**config.mk**
```make
export PLATFORM = sky130hd
export DESIGN_NAME = target_packet_parser
export DESIGN_NICKNAME = d
export VERILOG_FILES = /design/src/rtl/target_pkt_pkg.sv /design/src/rtl/target_cell_assembler.sv /design/src/rtl/target_packet_parser.sv
export SDC_FILE = /design/constraint.sdc
export NUM_CORES = 1
export LEC_CHECK = 0
export ABC_AREA = 1
export CAP_MARGIN = 25
export CORE_MARGIN = 2
export CORE_UTILIZATION = 40
export DETAILED_ROUTE_END_ITERATION = 10
export PLACE_DENSITY = 0.69
export SLEW_MARGIN = 10
export SYNTH_ARGS = -nofsm -noshare
export SYNTH_HDL_FRONTEND = slang
export SYNTH_SLANG_ARGS = --single-unit
```
**constraint.sdc**
```tcl
create_clock -name aclk -period 4.49 [get_ports aclk]
set_input_delay 0.898 -clock aclk [delete_from_list [all_inputs] [get_ports aclk]]
set_output_delay 0.898 -clock aclk [all_outputs]
set_load 0.05 [all_outputs]
```
**src/rtl/target_pkt_pkg.sv**
```systemverilog
// Shared definitions for the target packet stream: framing constants,
// header word field positions and the parser state encoding.
package target_pkt_pkg;

    localparam logic [31:0] SYNC_WORD     = 32'h1aa11ff1;
    localparam int          HEADER_LENGTH = 4;

    // Header word 2: {reserved[31:17], has_more[16], chunk_length[15:0]}
    localparam int LEN_LSB   = 0;
    localparam int LEN_MSB   = 15;
    localparam int MORE_BIT  = 16;
    localparam int RSVD_LSB  = 17;
    localparam int RSVD_MSB  = 31;

    // Header word 3: {hsize[31:16], vsize[15:0]}
    localparam int HSIZE_LSB = 16;
    localparam int HSIZE_MSB = 31;
    localparam int VSIZE_LSB = 0;
    localparam int VSIZE_MSB = 15;

    typedef enum logic [2:0] {
        S_SYNC,
        S_TS,
        S_LEN,
        S_SIZE,
        S_DATA,
        S_DROP
    } parser_state_t;

endpackage

```
**src/rtl/target_cell_assembler.sv**
```systemverilog
// Packs consecutive stream words (least-significant word first) into one
// target record and holds it in a valid/ready output register.
module target_cell_assembler #(
    parameter int DATA_BITS = 32,
    parameter int INFO_BITS = 128
) (
    input  logic                 aclk,
    input  logic                 aresetn,
    input  logic                 flush,
    input  logic                 word_valid,
    input  logic [DATA_BITS-1:0] word_data,
    output logic                 cell_last,
    output logic                 stall,
    output logic [INFO_BITS-1:0] m_info_tdata,
    output logic                 m_info_tvalid,
    input  logic                 m_info_tready
);

    localparam int CELL_LENGTH = INFO_BITS / DATA_BITS;
    localparam int CNT_W       = (CELL_LENGTH > 1) ? $clog2(CELL_LENGTH) : 1;

    logic [CNT_W-1:0]     word_cnt_p0;
    logic [INFO_BITS-1:0] asm_p0;
    logic [INFO_BITS-1:0] rec_nxt;

    assign cell_last = (word_cnt_p0 == CNT_W'(CELL_LENGTH - 1));
    assign stall     = cell_last && m_info_tvalid && !m_info_tready;

    // The final word bypasses the assembly register so the record leaves in one cycle
    always_comb begin
        rec_nxt = asm_p0;
        rec_nxt[(CELL_LENGTH-1)*DATA_BITS +: DATA_BITS] = word_data;
    end

    always_ff @(posedge aclk or negedge aresetn) begin
        if (!aresetn) begin
            word_cnt_p0 <= '0;
        end else if (flush) begin
            word_cnt_p0 <= '0;
        end else if (word_valid) begin
            word_cnt_p0 <= cell_last ? '0 : word_cnt_p0 + CNT_W'(1);
        end
    end

    always_ff @(posedge aclk) begin
        if (word_valid) begin
            asm_p0[int'(word_cnt_p0)*DATA_BITS +: DATA_BITS] <= word_data;
        end
    end

    // Output stage: record register with valid/ready hand-off
    always_ff @(posedge aclk or negedge aresetn) begin
        if (!aresetn) begin
            m_info_tdata  <= '0;
            m_info_tvalid <= 1'b0;
        end else if (word_valid && cell_last) begin
            m_info_tdata  <= rec_nxt;
            m_info_tvalid <= 1'b1;
        end else if (m_info_tready) begin
            m_info_tvalid <= 1'b0;
        end
    end

endmodule

```
**src/rtl/target_packet_parser.sv**
```systemverilog
// Receive-side parser for the target packet stream: header FSM, framing checks
// and record reassembly. Optional counters enabled by TARGET_PARSER_STATS_EN.
module target_packet_parser #(
    parameter int          INFO_BITS = 128,
    parameter int          DATA_BITS = 32,
    parameter logic [31:0] SYNC_WORD = 32'h1aa11ff1
) (
    input  logic                 aclk,
    input  logic                 aresetn,
    input  logic [DATA_BITS-1:0] s_tdata,
    input  logic                 s_tvalid,
    input  logic                 s_tlast,
    output logic                 s_tready,
    output logic [INFO_BITS-1:0] m_info_tdata,
    output logic                 m_info_tvalid,
    input  logic                 m_info_tready,
    output logic                 hdr_valid,
    output logic [DATA_BITS-1:0] hdr_timestamp,
    output logic [15:0]          hdr_chunk_length,
    output logic                 hdr_has_more,
    output logic [15:0]          hdr_hsize,
    output logic [15:0]          hdr_vsize,
    output logic                 frame_done,
    output logic                 err_sync,
    output logic                 err_len,
`ifdef TARGET_PARSER_STATS_EN
    input  logic                 stat_clear,
    output logic [31:0]          stat_packets,
    output logic [31:0]          stat_records,
`endif
    output logic [15:0]          err_count
);

    import target_pkt_pkg::*;

    parser_state_t        state, state_nxt;
    logic [DATA_BITS-1:0] ts_q;
    logic [15:0]          len_q;
    logic [15:0]          cells_left;
    logic                 more_q;
    logic                 accept, data_word, flush, final_word;
    logic                 cell_last, cell_stall;
    logic                 hdr_set, clean_set, done_set, sync_set, len_set;

    assign s_tready   = aresetn && !((state == S_DATA) && cell_stall);
    assign accept     = s_tvalid && s_tready;
    assign data_word  = accept && (state == S_DATA);
    assign flush      = (state != S_DATA);
    assign final_word = cell_last && (cells_left == 16'd1);
    assign done_set   = clean_set && !more_q;

    always_comb begin
        state_nxt = state;
        hdr_set   = 1'b0;
        clean_set = 1'b0;
        sync_set  = 1'b0;
        len_set   = 1'b0;
        if (accept) begin
            unique case (state)
                S_SYNC: begin
                    if (s_tdata == SYNC_WORD && !s_tlast) begin
                        state_nxt = S_TS;
                    end else begin
                        sync_set  = 1'b1;
                        state_nxt = s_tlast ? S_SYNC : S_DROP;
                    end
                end
                S_TS: begin
                    len_set   = s_tlast;
                    state_nxt = s_tlast ? S_SYNC : S_LEN;
                end
                S_LEN: begin
                    if (s_tdata[RSVD_MSB:RSVD_LSB] != '0) begin
                        len_set   = 1'b1;
                        state_nxt = s_tlast ? S_SYNC : S_DROP;
                    end else begin
                        len_set   = s_tlast;
                        state_nxt = s_tlast ? S_SYNC : S_SIZE;
                    end
                end
                S_SIZE: begin
                    hdr_set = 1'b1;
                    if (len_q == 16'd0) begin
                        clean_set = s_tlast;
                        len_set   = !s_tlast;
                        state_nxt = s_tlast ? S_SYNC : S_DROP;
                    end else begin
                        len_set   = s_tlast;
                        state_nxt = s_tlast ? S_SYNC : S_DATA;
                    end
                end
                S_DATA: begin
                    if (s_tlast) begin
                        clean_set = final_word;
                        len_set   = !final_word;
                        state_nxt = S_SYNC;
                    end else if (final_word) begin
                        len_set   = 1'b1;
                        state_nxt = S_DROP;
                    end
                end
                S_DROP: begin
                    if (s_tlast) state_nxt = S_SYNC;
                end
                default: state_nxt = S_SYNC;
            endcase
        end
    end

    always_ff @(posedge aclk or negedge aresetn) begin
        if (!aresetn) state <= S_SYNC;
        else          state <= state_nxt;
    end

    // Header shadow registers; published together when word 3 arrives
    always_ff @(posedge aclk) begin
        if (accept && state == S_TS) ts_q <= s_tdata;
        if (accept && state == S_LEN) begin
            len_q      <= s_tdata[LEN_MSB:LEN_LSB];
            more_q     <= s_tdata[MORE_BIT];
            cells_left <= s_tdata[LEN_MSB:LEN_LSB];
        end else if (data_word && cell_last) begin
            cells_left <= cells_left - 16'd1;
        end
    end

    always_ff @(posedge aclk or negedge aresetn) begin
        if (!aresetn) begin
            hdr_valid        <= 1'b0;
            hdr_timestamp    <= '0;
            hdr_chunk_length <= '0;
            hdr_has_more     <= 1'b0;
            hdr_hsize        <= '0;
            hdr_vsize        <= '0;
            frame_done       <= 1'b0;
            err_sync         <= 1'b0;
            err_len          <= 1'b0;
            err_count        <= '0;
        end else begin
            hdr_valid  <= hdr_set;
            frame_done <= done_set;
            err_sync   <= sync_set;
            err_len    <= len_set;
            if (hdr_set) begin
                hdr_timestamp    <= ts_q;
                hdr_chunk_length <= len_q;
                hdr_has_more     <= more_q;
                hdr_hsize        <= s_tdata[HSIZE_MSB:HSIZE_LSB];
                hdr_vsize        <= s_tdata[VSIZE_MSB:VSIZE_LSB];
            end
            if ((sync_set || len_set) && err_count != 16'hFFFF) begin
                err_count <= err_count + 16'd1;
            end
        end
    end

    target_cell_assembler #(
        .DATA_BITS(DATA_BITS),
        .INFO_BITS(INFO_BITS)
    ) u_cell (
        .aclk          (aclk),
        .aresetn       (aresetn),
        .flush         (flush),
        .word_valid    (data_word),
        .word_data     (s_tdata),
        .cell_last     (cell_last),
        .stall         (cell_stall),
        .m_info_tdata  (m_info_tdata),
        .m_info_tvalid (m_info_tvalid),
        .m_info_tready (m_info_tready)
    );

`ifdef TARGET_PARSER_STATS_EN
    always_ff @(posedge aclk or negedge aresetn) begin
        if (!aresetn) begin
            stat_packets <= '0;
            stat_records <= '0;
        end else if (stat_clear) begin
            stat_packets <= '0;
            stat_records <= '0;
        end else begin
            if (clean_set)              stat_packets <= stat_packets + 32'd1;
            if (data_word && cell_last) stat_records <= stat_records + 32'd1;
        end
    end
`endif

endmodule

```
==> impl_metrics.prom <==
# TYPE chip_impl_metric gauge
chip_impl_info{name="timing.rr.end",value="err_count[2]$_DFFE_PN0P_"} 1
chip_impl_info{name="tritoncts",value="yes"} 1
chip_impl_metric{name="ir_drop",unit="uV"} 334.3
chip_impl_info{name="mostFrequentLayoutCell",value="nand2_1"} 1
chip_impl_metric{name="syn_avg_cell_area",unit="um^2"} 10.16
chip_impl_metric{name="post_cts_resized",unit=""} 0
chip_impl_metric{name="track_usage",unit="%"} 21.02
chip_impl_metric{name="tritoncts.num_buffers",unit=""} 43
chip_impl_metric{name="global_route_wire_length_before_repair",unit="um"} 65970
chip_impl_metric{name="num_vias",unit=""} 11340
chip_impl_info{name="critPathCaptureType",value="register"} 1
chip_impl_metric{name="ff2ff_setup_slack",unit="ns"} 1.57
chip_impl_metric{name="vias_in_the_first_global_route",unit=""} 11320
chip_impl_metric{name="wl_per_cell",unit="um"} 18.01
chip_impl_metric{name="finClkSkew",unit="ns"} 0.01252
chip_impl_metric{name="placer_s_final_routability_congestion_estimate",unit=""} 0.8611
chip_impl_metric{name="cellLeakagePower",unit="nW"} 9.047
chip_impl_info{name="layout_common_cells",value="620 x nand2_1, 265 x clkdlybuf4s50_1, 235 x dfrtp_1"} 1
chip_impl_metric{name="dp_hpwl",unit="um"} 28240
chip_impl_metric{name="floorplan.core_area",unit="um^2"} 38470
chip_impl_metric{name="timing.final.crit_period",unit="ns"} 2.921
chip_impl_metric{name="antenna_found_initial",unit=""} 1
chip_impl_metric{name="drive_above_1_share",unit="%"} 5.586
chip_impl_metric{name="final_util",unit="%"} 52.54
chip_impl_metric{name="design.portCount",unit=""} 268
chip_impl_metric{name="syn_area",unit="um^2"} 15480
chip_impl_metric{name="row_count",unit=""} 72
chip_impl_metric{name="synth.lib_cells_used.distinct",unit=""} 28
chip_impl_info{name="cells_along_the_critical_path",value="nor2_1 > inv_1 > nor4_1 > nand4_1 > ha_1 > inv_1 > nor2_1 > nor3_1 > nand2_1 > nand2_1 > nand2_1 > buf_4 > nand2_1 > nand2_1 > nand2_1"} 1
chip_impl_metric{name="clock_insertion_delay_worst_skew",unit="ns"} 0.55
chip_impl_metric{name="crit_path_max_incr_delay",unit="ns"} 0.43
chip_impl_metric{name="final_max_slew_viol_count",unit=""} 0
chip_impl_metric{name="worst_slew_pin_slew",unit="ns"} 1.003
chip_impl_metric{name="finalNonFillerCells",unit=""} 2344
chip_impl_metric{name="setup-violations-final",unit=""} 0
chip_impl_metric{name="timing.critical_path.required",unit="ns"} 4.97
chip_impl_metric{name="synth_enable_flop_cells",unit=""} 161
chip_impl_metric{name="ctsLongestPathBuffers",unit=""} 3
chip_impl_metric{name="detail_route.drc_violations",unit=""} 0
chip_impl_metric{name="yosys_reg_bits",unit=""} 396
chip_impl_metric{name="seq_area",unit="um^2"} 10720
chip_impl_metric{name="fin_nets",unit=""} 1837
chip_impl_info{name="critPathMostFrequentCell",value="nand2_1"} 1
chip_impl_metric{name="wl",unit="um"} 42210
chip_impl_metric{name="timing.slew.headroom",unit="%"} 32.96
chip_impl_metric{name="max_cap_violations",unit=""} 0
chip_impl_metric{name="synth-async-reset-ratio",unit="%"} 59.34
chip_impl_info{name="result_of_the_run",value="finished, final reports clean"} 1
chip_impl_metric{name="mappedNetlistNets",unit=""} 1569
chip_impl_metric{name="finalCritPeriodShare",unit="%"} 65.05
chip_impl_metric{name="timing.critical_path.fanout_max",unit=""} 21
chip_impl_info{name="netlist_top_cells_area",value="dfrtp_1 38%, edfxtp_1 31%, nand2_1 15%"} 1
chip_impl_info{name="most_frequently_used_flop_master_after_synthesis",value="dfrtp_1"} 1
chip_impl_info{name="timing.critical_path.from_type",value="register"} 1
chip_impl_metric{name="synth_top_cell_area_share",unit="%"} 37.99
chip_impl_metric{name="fmax",unit="MHz"} 342.4
chip_impl_metric{name="setup_tns",unit="ns"} 0
chip_impl_info{name="path_class",value="register to register"} 1
chip_impl_metric{name="worst_hold_slack",unit="ns"} 0.2249
chip_impl_metric{name="tritoncts_num_sinks",unit=""} 396
chip_impl_metric{name="cts_hold_buf",unit=""} 0
chip_impl_metric{name="numPortBuffers",unit=""} 267
chip_impl_info{name="type_of_the_tightest_min_delay_check",value="input port to async pin"} 1
chip_impl_metric{name="maximum_number_of_pins_on_one_net_before_global_route_repair",unit=""} 161
chip_impl_metric{name="p_per_area",unit="nW/um^2"} 530.0
chip_impl_metric{name="dpl_cell_area",unit="um^2"} 18730
chip_impl_metric{name="cts_htree_levels",unit=""} 2
chip_impl_info{name="clk_root_buffer_cell",value="clkbuf_16"} 1
chip_impl_metric{name="cts_setup_buffers",unit=""} 0
chip_impl_info{name="critPathSlowestCell",value="edfxtp_1"} 1
chip_impl_metric{name="worst_setup_hold_path_clk_slew",unit="ns"} 0.06
chip_impl_metric{name="worst_r2r_path_depth",unit=""} 15
chip_impl_metric{name="grt_remaining_overflow",unit=""} 0
chip_impl_metric{name="detailedRoute.firstPassIterationCount",unit=""} 5
chip_impl_metric{name="multiInputGateArea",unit="um^2"} 4169
chip_impl_metric{name="filler_cell_count",unit=""} 3444
chip_impl_metric{name="timing_hold_violations_final",unit=""} 0
chip_impl_metric{name="floorplan.die.height",unit="um"} 200.7
chip_impl_info{name="setup_repair_after_global_routing_missed_its_margin",value="no"} 1
chip_impl_metric{name="design.die.area",unit="um^2"} 40290
chip_impl_metric{name="diode_count",unit=""} 0
chip_impl_metric{name="drtAntennaViolNets",unit=""} 0
chip_impl_metric{name="initial_utilization",unit="%"} 40.24
chip_impl_metric{name="ys.warnings.count",unit=""} 0
chip_impl_metric{name="post_place_cells",unit=""} 2263
chip_impl_metric{name="critical_path_arrival",unit="ns"} 3.40
chip_impl_metric{name="chipWidth",unit="um"} 200.7
chip_impl_info{name="worst_reg2reg_path_startpoint",value="cells_left[4]$_DFFE_PP_"} 1
chip_impl_metric{name="drt-initial-drc-count",unit=""} 963
chip_impl_metric{name="synthesis.instances",unit=""} 1523
chip_impl_metric{name="cp_num_buf_inv",unit=""} 3
chip_impl_metric{name="proportion_of_synthesized_chip_area_in_sequential_cells",unit="%"} 69.22
chip_impl_metric{name="layout_stage_area_growth_over_the_synthesis_result",unit="%"} 30.57
chip_impl_metric{name="fin_area",unit="um^2"} 20210
chip_impl_metric{name="detail_route.vias_per_cell",unit=""} 4.838
chip_impl_info{name="cell_accounting_for_the_most_synthesized_area",value="dfrtp_1"} 1
chip_impl_info{name="cpLargestDelayFamily",value="simple AND/OR/NAND/NOR gates"} 1
==> worst reg2reg max path, delay by kind of cell, from the launching register on <==
family	cells	cell delay, ns
buf+inv	3	0.38
flops	1	0.43
fa+ha+maj	1	0.32
simple gates	11	1.72
==> synth_stat cells, types with 3 or more instances <==
library cell	count
buf_1	5
buf_2	26
buf_4	9
clkbuf_1	22
dfrtp_1	235
edfxtp_1	161
ha_1	9
inv_1	86
inv_2	3
nand2_1	621
nand3_1	36
nand4_1	9
nor2_1	151
nor3_1	12
nor4_1	5
o21ai_0	97
o22ai_1	3
xnor2_1	11
xor2_1	13
==> flip-flops by register name, summed over array words and instances, names as in the netlist <==
| name | count |
|---|---|
| err_sync | 1 |
| hdr_vsize | 16 |
| u_cell.asm_p0 | 96 |
| hdr_has_more | 1 |
| hdr_timestamp | 32 |
| frame_done | 1 |
| cells_left | 16 |
| err_count | 16 |
| ts_q | 32 |
| u_cell.word_cnt_p0 | 2 |
| hdr_hsize | 16 |
| more_q | 1 |
| hdr_chunk_length | 16 |
| u_cell.m_info_tvalid | 1 |
| state | 3 |
| len_q | 16 |
| u_cell.m_info_tdata | 128 |
| hdr_valid | 1 |
| err_len | 1 |
==> area by class of cell <==
cell class,count,share of cell area [%]
multi-input cells,976,20.63
repair buffers,285,14.30
flip-flops and latches,396,53.01
clock buffers,58,5.906
well taps,518,3.207
clock inverters,22,1.288
inverters,89,1.659
==> how the worst max path moves through the flow <==
stage / from / endpoint / slack, ns / cells after the start
after floorplan: m_info_tready / u_cell.asm_p0[0]$_DFFE_PP_ / 0.75 / 6
after global placement: s_tdata[31] / err_count[4]$_DFFE_PN0P_ / 1.04 / 13
after detailed placement: s_tdata[31] / err_count[2]$_DFFE_PN0P_ / 0.99 / 13
after CTS: s_tdata[31] / err_count[5]$_DFFE_PN0P_ / 1.54 / 13
after global routing: cells_left[4]$_DFFE_PP_ / err_count[10]$_DFFE_PN0P_ / 1.22 / 15
final: cells_left[4]$_DFFE_PP_ / err_count[2]$_DFFE_PN0P_ / 1.57 / 15
==> power by group <==
group / switching [mW] / leakage (nW) / internal [mW]
combinational: 1.89 / 3.54 / 0.798
clock: 1.43 / 0.712 / 2.17
sequential: 0.251 / 4.79 / 4.18
==> metrics by stage <==
step	total power [mW]	setup slack (ns)
finish	10.71	1.569
global placement	7.139	1.039
CTS	10.81	1.542
detailed placement	7.182	0.9877
floorplan	6.119	0.7460
global route	11.13	1.223
==> per-layer routing <==
metal	vias up	share of wire, %	GRT usage, %
li1	5382	-	-
met1	5498	43	28.42
met2	389	47	33.56
met3	72	7.3	4.870
met4	0	3.0	7.249
met5	-	0	0
==> cell families after synthesis <==
logic type / after synthesis / synth area share (%)
adders and majority gates: 9 / 0.7275
buffers and inverters: 151 / 4.090
xor gates and xnor gates: 24 / 1.358
and+or+nand+nor: 841 / 21.26
AOI/OAI and AO/OA: 102 / 3.346
DFF: 396 / 69.22
(Power assumes the default switching activity.)
